===== config.mk =====
export PLATFORM = sky130hd
export DESIGN_NAME = regfile_wb_ctrl
export DESIGN_NICKNAME = d
export VERILOG_FILES = /design/src/rtl/regwb_pkg.sv /design/src/rtl/regwb_fifo.sv /design/src/rtl/regfile_wb_ctrl.sv
export SDC_FILE = /design/constraint.sdc
export NUM_CORES = 1
export LEC_CHECK = 0
export ABC_AREA = 1
export BUFFER_PORTS_ARGS = -buffer_cell sky130_fd_sc_hd__buf_2
export CAP_MARGIN = 20
export CORE_UTILIZATION = 25
export DETAILED_ROUTE_END_ITERATION = 10
export GPL_ROUTABILITY_DRIVEN = 0
export SLEW_MARGIN = 20
export SYNTH_ARGS = -nofsm -noshare
export SYNTH_HDL_FRONTEND = slang
export SYNTH_SLANG_ARGS = --single-unit

===== constraint.sdc =====
create_clock -name clk -period 3.1 [get_ports clk]
set_input_delay 0.62 -clock clk [delete_from_list [all_inputs] [get_ports clk]]
set_output_delay 0.62 -clock clk [all_outputs]
set_load 0.05 [all_outputs]

===== src/rtl/regwb_pkg.sv =====
// Shared constants and the queued-write entry type for the register-file writeback controller.
package regwb_pkg;

   localparam int AW = 5;
   localparam int DW = 32;
   localparam logic [AW-1:0] REG_ZERO = '0;

   typedef struct packed {
      logic          live;
      logic [AW-1:0] rd;
      logic [DW-1:0] data;
   } entry_t;

endpackage


===== src/rtl/regwb_fifo.sv =====
// Secondary writeback FIFO: entry storage, wrap-around pointers, kill-by-register and
// parallel per-operand live-match lookup (youngest live match wins the data output).
module regwb_fifo
   import regwb_pkg::*;
#(
   parameter int DEPTH = 4,
   parameter int NCHK  = 2,
   localparam int PW   = $clog2(DEPTH),
   localparam int CW   = $clog2(DEPTH + 1)
) (
   input  logic                           clk,
   input  logic                           rst,
   input  logic                           push,
   input  entry_t                         push_entry,
   input  logic                           pop,
   input  logic                           kill,
   input  logic [AW-1:0]                  kill_reg,
   input  logic [NCHK-1:0][AW-1:0]        chk_reg,
   output entry_t                         head,
   output logic [CW-1:0]                  count,
   output logic [NCHK-1:0]                match,
   output logic [NCHK-1:0][DW-1:0]        match_data
);

   entry_t          mem [DEPTH];
   logic [PW-1:0]   head_ptr;
   logic [PW-1:0]   tail_ptr;

   assign head = mem[head_ptr];

   // Live bits are cleared on pop, so live implies occupied for the match logic.
   always_ff @(posedge clk) begin
      if (rst) begin
         head_ptr <= '0;
         tail_ptr <= '0;
         count    <= '0;
         for (int i = 0; i < DEPTH; i++)
            mem[i].live <= 1'b0;
      end else begin
         if (kill) begin
            for (int i = 0; i < DEPTH; i++)
               if (mem[i].rd == kill_reg)
                  mem[i].live <= 1'b0;
         end
         if (pop) begin
            mem[head_ptr].live <= 1'b0;
            head_ptr           <= head_ptr + PW'(1);
         end
         if (push) begin
            mem[tail_ptr] <= push_entry;
            tail_ptr      <= tail_ptr + PW'(1);
         end
         case ({push, pop})
            2'b10:   count <= count + CW'(1);
            2'b01:   count <= count - CW'(1);
            default: count <= count;
         endcase
      end
   end

   // Scan oldest to youngest so the last hit is the entry nearest the tail.
   for (genvar c = 0; c < NCHK; c++) begin : g_chk
      logic [PW-1:0] slot;
      always_comb begin
         match[c]      = 1'b0;
         match_data[c] = '0;
         slot          = '0;
         for (int k = 0; k < DEPTH; k++) begin
            slot = head_ptr + PW'(k);
            if (mem[slot].live && mem[slot].rd == chk_reg[c]) begin
               match[c]      = 1'b1;
               match_data[c] = mem[slot].data;
            end
         end
      end
   end

endmodule


===== src/rtl/regfile_wb_ctrl.sv =====
// Register-file write-port owner: primary writeback beats the queued secondary source.
// Optional REGWB_FWD_EN adds forwarding outputs that replace the hazard stall.
module regfile_wb_ctrl
   import regwb_pkg::*;
#(
   parameter int DEPTH = 4,
   parameter int AW    = regwb_pkg::AW,
   parameter int DW    = regwb_pkg::DW,
   localparam int CW   = $clog2(DEPTH + 1)
) (
   input  logic          clk,
   input  logic          rst,
   input  logic          pri_we,
   input  logic [AW-1:0] pri_reg,
   input  logic [DW-1:0] pri_data,
   input  logic          sec_valid,
   output logic          sec_ready,
   input  logic [AW-1:0] sec_reg,
   input  logic [DW-1:0] sec_data,
   output logic          RegWrite,
   output logic [AW-1:0] wr_reg,
   output logic [DW-1:0] wr_data,
   input  logic [AW-1:0] chk_reg1,
   input  logic [AW-1:0] chk_reg2,
   output logic          hazard1,
   output logic          hazard2,
`ifdef REGWB_FWD_EN
   output logic          fwd_hit1,
   output logic          fwd_hit2,
   output logic [DW-1:0] fwd_data1,
   output logic [DW-1:0] fwd_data2,
`endif
   output logic [CW-1:0] count
);

   logic                 pri_act;
   logic                 push;
   logic                 pop;
   entry_t               push_entry;
   entry_t               head;
   logic [1:0]           match;
   logic [1:0][DW-1:0]   match_data;

   assign pri_act   = pri_we && (pri_reg != REG_ZERO);
   assign sec_ready = count < CW'(DEPTH);
   assign push      = sec_valid && sec_ready && (sec_reg != REG_ZERO);
   assign pop       = !pri_act && (count != '0);

   // A same-cycle primary write to the same register makes the queued copy stale.
   always_comb begin
      push_entry      = '0;
      push_entry.live = !(pri_act && sec_reg == pri_reg);
      push_entry.rd   = sec_reg;
      push_entry.data = sec_data;
   end

   regwb_fifo #(.DEPTH(DEPTH), .NCHK(2)) u_fifo (
      .clk        (clk),
      .rst        (rst),
      .push       (push),
      .push_entry (push_entry),
      .pop        (pop),
      .kill       (pri_act),
      .kill_reg   (pri_reg),
      .chk_reg    ({chk_reg2, chk_reg1}),
      .head       (head),
      .count      (count),
      .match      (match),
      .match_data (match_data)
   );

   always_ff @(posedge clk) begin
      if (rst) begin
         RegWrite <= 1'b0;
         wr_reg   <= '0;
         wr_data  <= '0;
      end else if (pri_act) begin
         RegWrite <= 1'b1;
         wr_reg   <= pri_reg;
         wr_data  <= pri_data;
      end else if (pop) begin
         RegWrite <= head.live;
         if (head.live) begin
            wr_reg  <= head.rd;
            wr_data <= head.data;
         end
      end else begin
         RegWrite <= 1'b0;
      end
   end

`ifdef REGWB_FWD_EN
   assign fwd_hit1  = match[0] && (chk_reg1 != REG_ZERO);
   assign fwd_hit2  = match[1] && (chk_reg2 != REG_ZERO);
   assign fwd_data1 = match_data[0];
   assign fwd_data2 = match_data[1];
   assign hazard1   = match[0] && (chk_reg1 != REG_ZERO) && !fwd_hit1;
   assign hazard2   = match[1] && (chk_reg2 != REG_ZERO) && !fwd_hit2;
`else
   assign hazard1   = match[0] && (chk_reg1 != REG_ZERO);
   assign hazard2   = match[1] && (chk_reg2 != REG_ZERO);
   logic unused_data;
   assign unused_data = ^match_data;
`endif

endmodule


==> run_results.csv, run 1 <==
group,metric,value,unit
outcome,status,"finished, final reports clean",
yosys,synth_cell_types,29,
yosys,synth_area_per_cell,9.32,um2
timing,drv_slew,0,
yosys,synth_seq_area_share,59.2,%
timing,finalWorstSetupSlack,160,ps
timing,period_share,94.8,%
clocking,numCtsBuffers,17,
drt,ant_nets,0,
finish,stdcell_area,11200,um2
yosys,synthCells,998,
grt,grt_max_degree,67,
drt,routed_wl,26.2,mm
finish,area_growth,20.4,%
pwr,intPower,0.00548,W
finish,fin_nets,1215,
critical_path,worstPathCellList,"inv_2 > ha_4 > buf_12 > clkinvlp_4 > nand3_1 > nand2_1 > nand2_1 > nand2_1 > nor2_1 > nand3_1 > nand2_1 > nor2_1 > nor2_1 > buf_6",
drt,firstDrtPassIters,5,
clocking,clockBufferDepth,2,
floorplan,rows,70,
critical_path,crit_type,"flip-flop to output port",
pwr,swShare,41.7,%
pwr,power_density,839,nW/um2
clocking,cts.root.buffer_cell,"clkbuf_16",
floorplan,dieArea,38000,um2
critical_path,crit_top_cell,"nand2_1",
timing,post-route-min-period,2940,ps
critical_path,crit_start,"u_fifo.head_ptr[0]",
clocking,clock_latency,450,ps
floorplan,coreArea,36600,um2
timing,rsz0062_at_grt,"yes",
timing,fmax,0.340,GHz
pwr,switchingPower,0.00392,W
yosys,yosysTopAreaCell,"edfxtp_1",
timing,hold_violations,0,
drt,routed_via_density,4.77,
timing,finClkSkew,11.6,ps
worst_hold_path,hp-class,"primary input to flip-flop",
run,max-cap-violations,0,
yosys,synthTopCellsByArea,"edfxtp_1 (49%), nand2_1 (10%), dfxtp_1 (10%)",
grt,antenna_found_initial,3,
grt,grt_pass1_wl,40.8,mm
timing,setup_viol,0,
pwr,p_total,0.00940,W
clocking,clkSinkCount,199,
drt,drc,0,
grt,grt_usage,14.0,%
grt,grt_overflow,0,
floorplan,die_x,195,um
yosys,syn-num-nets,1096,
drt,wl_per_cell,16.4,um
place,io_buffers,131,
critical_path,max_stage_delay,340,ps
place,place_area,10500,um2
worst_hold_path,min_from,"sec_data[17]",
pwr,leakagePower,4.46,nW
clocking,clkTransAtPathRegs,80,ps
pwr,p_seq_share,35.5,%
pwr,max-vdd-ir-drop,0.364,mV
timing,maxSlewHeadroom,61.9,%
yosys,yosysWarnings,0,
finish,drive_gt1_share,19.0,%
yosys,synth_area,9300,um2
pwr,clock_power_share,23.9,%
grt,first_global_vias,7292,
critical_path,crit_arrival,2320,ps
clocking,cts_tree,"built",
floorplan,die_y,195,um
yosys,synth-seq-cells,199,
critical_path,start_kind,"flip-flop",
clocking,htree_levels,4,
pwr,combPwrFrac,40.6,%
critical_path,cp-end-kind,"output port",
critical_path,crit_fanout,6,
drt,via_count,7630,
timing,worstMarginPinSlew,567,ps
critical_path,cp_slowest_cell,"dfxtp_2",
critical_path,crit_required,2480,ps
yosys,synth.top_cell.area_share,49.1,%
finish,largest_reg_flops,152,
drt,drt_iter0_drc,558,
critical_path,r2r_setup_slack,1090,ps
floorplan,start_util,25.4,%
floorplan,io_pins,132,
place,dpl.hpwl,18.0,mm
timing,whs,382,ps
place,place_ws,445,ps
==> cells in the mapped netlist, drive strengths merged <==
library cell and number:
nand2 262, edfxtp 152, nor2 112, o21ai 112
nand3 87, dfxtp 47, a31oi 37, buf 36
o22ai 32, inv 30, clkbuf 21, xor2 17
a21oi 12, nor3 11, ha 9, nand4 8
xnor2 8, clkinv 1, fa 1, nand3b 1
o21a 1, or2 1
==> worst paths after layout <==
path | to | depth (start not counted)
hold / removal | u_fifo.mem[1][17] | 1
hold reg to reg | wr_data[15] | 2
setup reg to reg | wr_data[9] | 8
setup / recovery | hazard1 | 14
==> per-stage QoR <==
step / TNS (ps) / cells / utilization [%]
final: 0 / 1599 / 30.6
after floorplan: 0 / 998 / -
after CTS: 0 / 1596 / 30.2
after global placement: 0 / 1564 / 28.6
after detailed placement: 0 / 1564 / 28.6
after global routing: -12.5 / 1598 / 30.6
==> critical path, delay by kind of cell, from the launching register on <==
| family | cells | cell delay, ps |
|---|---|---|
| and+or+nand+nor | 9 | 800 |
| DFF | 1 | 340 |
| adders and majority gates | 1 | 300 |
| buffers and inverters | 4 | 460 |
==> power by group through the flow <==
stage | sequential [W] | combinational (W) | clock, W
final | 0.00333 | 0.00382 | 0.00224
after global routing | 0.00337 | 0.00424 | 0.00241
after global placement | 0.00338 | 0.00358 | 0
after detailed placement | 0.00338 | 0.00362 | 0
after CTS | 0.00333 | 0.00365 | 0.00229
after floorplan | 0.00386 | 0.00219 | 0
==> layer usage <==
| metal | share of wire, % | track usage, % |
|---|---|---|
| met2 | 47 | 22.7 |
| met5 | 0.061 | 0 |
| met4 | 2.2 | 4.81 |
| met1 | 45 | 18.3 |
| met3 | 6.6 | 3.07 |
==> kinds of logic after synthesis <==
logic type / after synthesis / share of synthesized area, %
adder cells (fa/ha/maj): 10 / 1.43
buffers and inverters: 88 / 4.48
XOR/XNOR: 25 / 2.35
AND/OR/NAND/NOR: 482 / 21.1
flip-flops: 199 / 59.2
AO/OA/AOI/OAI: 194 / 11.4
==> repair_timing <==
item,CTS,global route
gates cloned,0,1
setup endpoints to repair,1,2
pin swaps,0,11
gates resized for setup,3,30
setup buffers,0,1
hold buffers,0,0
==> placed cells by master (no fill, tap or decap), types with 2 or more instances in the layout <==
cell type	synthesis	routed
a21oi_1	12	12
a31oi_1	37	37
buf_12	0	4
buf_2	24	129
buf_4	7	19
buf_6	4	4
clkbuf_16	0	17
clkinv_4	0	2
clkinv_8	0	3
clkinvlp_4	0	2
dfxtp_1	47	44
dfxtp_2	0	2
edfxtp_1	152	152
ha_1	9	8
inv_1	29	25
inv_2	1	4
inv_4	0	2
inv_6	0	6
inv_8	0	2
nand2_1	260	255
nand2_2	2	7
nand3_1	87	81
nand3_2	0	4
nand3_4	0	2
nand4_1	8	8
nor2_1	112	111
nor3_1	11	11
o21ai_0	88	87
o21ai_1	23	24
o22ai_1	32	32
xnor2_1	8	8
xor2_1	17	17
==> final cells by class <==
type	count	area (um2)
sequential	199	5510
antenna	1	2.50
timing repair buffer	156	913
fill	3838	25400
inverter	31	123
timing repair inverter	1	7.51
clock inverter	15	178
tap	468	586
multi-input combinational	711	3450
clock buffer	17	425
Note: power is estimated with default switching activity, not from simulation.
==> run 2, diff against run 1 <==
--- a/config.mk
+++ b/config.mk
@@ -5,12 +5,13 @@
 export SDC_FILE = /design/constraint.sdc
 export NUM_CORES = 1
 export LEC_CHECK = 0
-export ABC_AREA = 1
+export ABC_CLOCK_PERIOD_IN_PS = 3100
 export BUFFER_PORTS_ARGS = -buffer_cell sky130_fd_sc_hd__buf_2
 export CAP_MARGIN = 20
 export CORE_UTILIZATION = 25
 export DETAILED_ROUTE_END_ITERATION = 10
 export GPL_ROUTABILITY_DRIVEN = 0
+export PLACE_DENSITY_LB_ADDON = 0.25
 export SLEW_MARGIN = 20
 export SYNTH_ARGS = -nofsm -noshare
 export SYNTH_HDL_FRONTEND = slang
==> run 2 against run 1 <==
  * The flow now finishes with violations (negative setup slack)
  * Power decreased by 4.0%
  * Setup slack got worse by 380 ps
  * Critical path depth decreased by 5
  * Non-clock buffer count increased by 22
  * Wire length decreased by 13%
  * Maximum frequency decreased by 12%
  * Die area decreased by 1.2%
  * Area after synthesis decreased by 1.3%
  * First-iteration DRC count decreased by 52%
  * Clock power increased by 7%
  * Synthesized cell count decreased by 42%
  * Sequential cell count unchanged
  * Largest cell class unchanged
==> run_results.csv, run 2 <==
group,metric,value,unit
outcome,status,"complete, but fails checks",
outcome,violations,"negative setup slack",
timing,tns,-404,ps
place,place_area,10500,um2
floorplan,rows,69,
run,max-cap-violations,0,
pwr,p_seq_share,37.1,%
pwr,leakagePower,4.02,nW
pwr,max-vdd-ir-drop,0.300,mV
timing,drv_slew,0,
place,dpl.hpwl,15.7,mm
finish,final_util,31.5,%
clocking,numCtsBuffers,17,
floorplan,coreArea,35800,um2
drt,wl_met2,11.1,mm
pwr,intPower,0.00599,W
grt,grt_pass1_wl,34.9,mm
finish,layout_commonest_cell,"edfxtp_1",
floorplan,io_pins,132,
clocking,clkSinkCount,199,
timing,hold_violations,0,
drt,firstDrtPassIters,4,
pwr,switchingPower,0.00304,W
clocking,cts_tree,"built",
timing,worstMarginPinSlew,837,ps
timing,finClkSkew,15.3,ps
clocking,hold_buffers,0,
drt,wl_met1,10.3,mm
yosys,synth_area_per_cell,15.8,um2
pwr,combPwrFrac,36.2,%
yosys,synth_edf_count,152,
place,place_ws,64.4,ps
clocking,clkTransAtPathRegs,70,ps
pwr,swShare,33.7,%
finish,nFillCells,3531,
finish,final_cell_mix,"edfxtp_1 (152), buf_2 (129), mux4_2 (54), nor2_1 (49)",
pwr,power_density,799,nW/um2
timing,post-route-min-period,3320,ps
yosys,syn-num-nets,679,
finish,largest_reg_flops,152,
floorplan,dieArea,37500,um2
drt,drc,0,
drt,ant_nets,0,
yosys,synth_common_cells,"edfxtp_1 (152), mux4_2 (54), nor2_1 (49)",
yosys,yosysWarnings,0,
finish,area_growth,22.9,%
yosys,synth_seq_area_share,59.9,%
drt,via_count,5405,
critical_path,crit_arrival,2700,ps
grt,grt_max_degree,52,
yosys,synth_cell_types,41,
grt,antenna_found_initial,5,
finish,fin_nets,828,
floorplan,die_x,194,um
pwr,p_total,0.00902,W
drt,wl_per_cell,18.9,um
grt,grt_overflow,0,
clocking,clock_latency,440,ps
finish,drive_gt1_share,41.9,%
yosys,synthTopCellsByArea,"edfxtp_1 (50%), mux4_2 (13%), dfxtp_1 (10%)",
clocking,cts.root.buffer_cell,"clkbuf_16",
clocking,clockBufferDepth,2,
drt,drt_iter0_drc,268,
yosys,synth_flop_cell,"edfxtp_1",
timing,rsz0062_at_grt,"yes",
place,io_buffers,131,
grt,first_global_vias,5683,
timing,fmax,0.301,GHz
drt,highest_layer,"met5",
timing,finalWorstSetupSlack,-222,ps
timing,maxSlewHeadroom,44.2,%
grt,grt_usage,12.5,%
drt,routed_wl,22.8,mm
finish,regArea,5520,um2
floorplan,start_util,25.6,%
yosys,synth.top_cell.area_share,49.7,%
yosys,synthArstFlopShare,0,%
yosys,synth_area,9180,um2
timing,setup_viol,2,
critical_path,crit_required,2480,ps
yosys,synthCells,581,
pwr,clock_power_share,26.6,%
critical_path,crit_fanout,8,
critical_path,cp-end-kind,"output port",
finish,multiInputGateArea,3430,um2
yosys,synth.most_common_cell,"edfxtp_1",
finish,stdcell_area,11300,um2
clocking,htree_levels,4,
yosys,synth-seq-cells,199,
yosys,yosysTopAreaCell,"edfxtp_1",
timing,period_share,107,%
drt,wl_met3,941,um
critical_path,start_kind,"flip-flop",
worst_hold_path,hp-class,"primary input to flip-flop",
critical_path,crit_type,"flip-flop to output port",
drt,routed_via_density,4.48,
floorplan,die_y,194,um
-- run 2: timing repair --
item,in CTS,in global routing
gates resized for setup,8,3
buffers inserted,2,2
pin swaps,7,6
gates cloned,0,2
setup endpoints to repair,2,2
-- run 2: cells by family (layout without fill, tap and decap cells) --
logic type,Yosys count,count (layout),synth area share [%]
buffers and inverters,58,219,3.57
other,0,3,0
muxes,88,88,17.0
and+or+nand+nor,92,92,4.71
DFF,199,199,59.9
AOI/OAI and AO/OA,65,65,6.78
adders and majority gates,10,10,1.44
xor gates and xnor gates,69,69,6.58
-- run 2: path summary, 6_finish.rpt --
| check | startpoint | to | slack [ps] | cells past startpoint |
|---|---|---|---|---|
| worst max-delay path | u_fifo.head_ptr[0] | hazard2 | -220 | 9 |
| worst min-delay path | sec_data[11] | u_fifo.mem[0][11] | 400 | 1 |
| worst max register to register | flip-flop | wr_data[15] | 800 | 7 |
| worst min register to register | wr_data[31] | wr_data[31] | 500 | 2 |
-- run 2: per-layer routing --
layer	global-route usage [%]	vias to the layer above
met3	2.84	26
met5	0	-
li1	-	2534
met4	4.36	2
met2	20.4	111
met1	16.3	2732
-- run 2: stage by stage --
stage,instances,hold WS [ps]
after floorplan,581,469
after global placement,1166,487
after detailed placement,1166,492
after CTS,1199,368
after global routing,1204,374
final,1206,396
-- run 2: layout make-up --
type | instances | share of cell area (%)
well taps | 461 | 5.11
flip-flops and latches | 199 | 48.9
clock buffers | 22 | 4.21
clock inverters | 9 | 1.43
diodes | 3 | 0.0665
multi-input cells | 324 | 30.4
inverters | 10 | 0.355
repair buffers | 178 | 9.61
-- run 2: power groups by stage --
stage	combinational [W]	sequential, W	clock [W]
final	0.00327	0.00335	0.00240
after global routing	0.00354	0.00339	0.00258
after CTS	0.00324	0.00335	0.00249
after detailed placement	0.00319	0.00341	0
after global placement	0.00318	0.00341	0
after floorplan	0.00199	0.00384	0
-- run 2: worst max-delay path: stages (launching register included) --
cell     delay [ps]
dfxtp_4         360
inv_4            40
ha_4            320
mux4_2          550
xor2_1          160
nor4_1          270
and3_1          210
a31oi_2          60
a21oi_4         140
buf_6           170
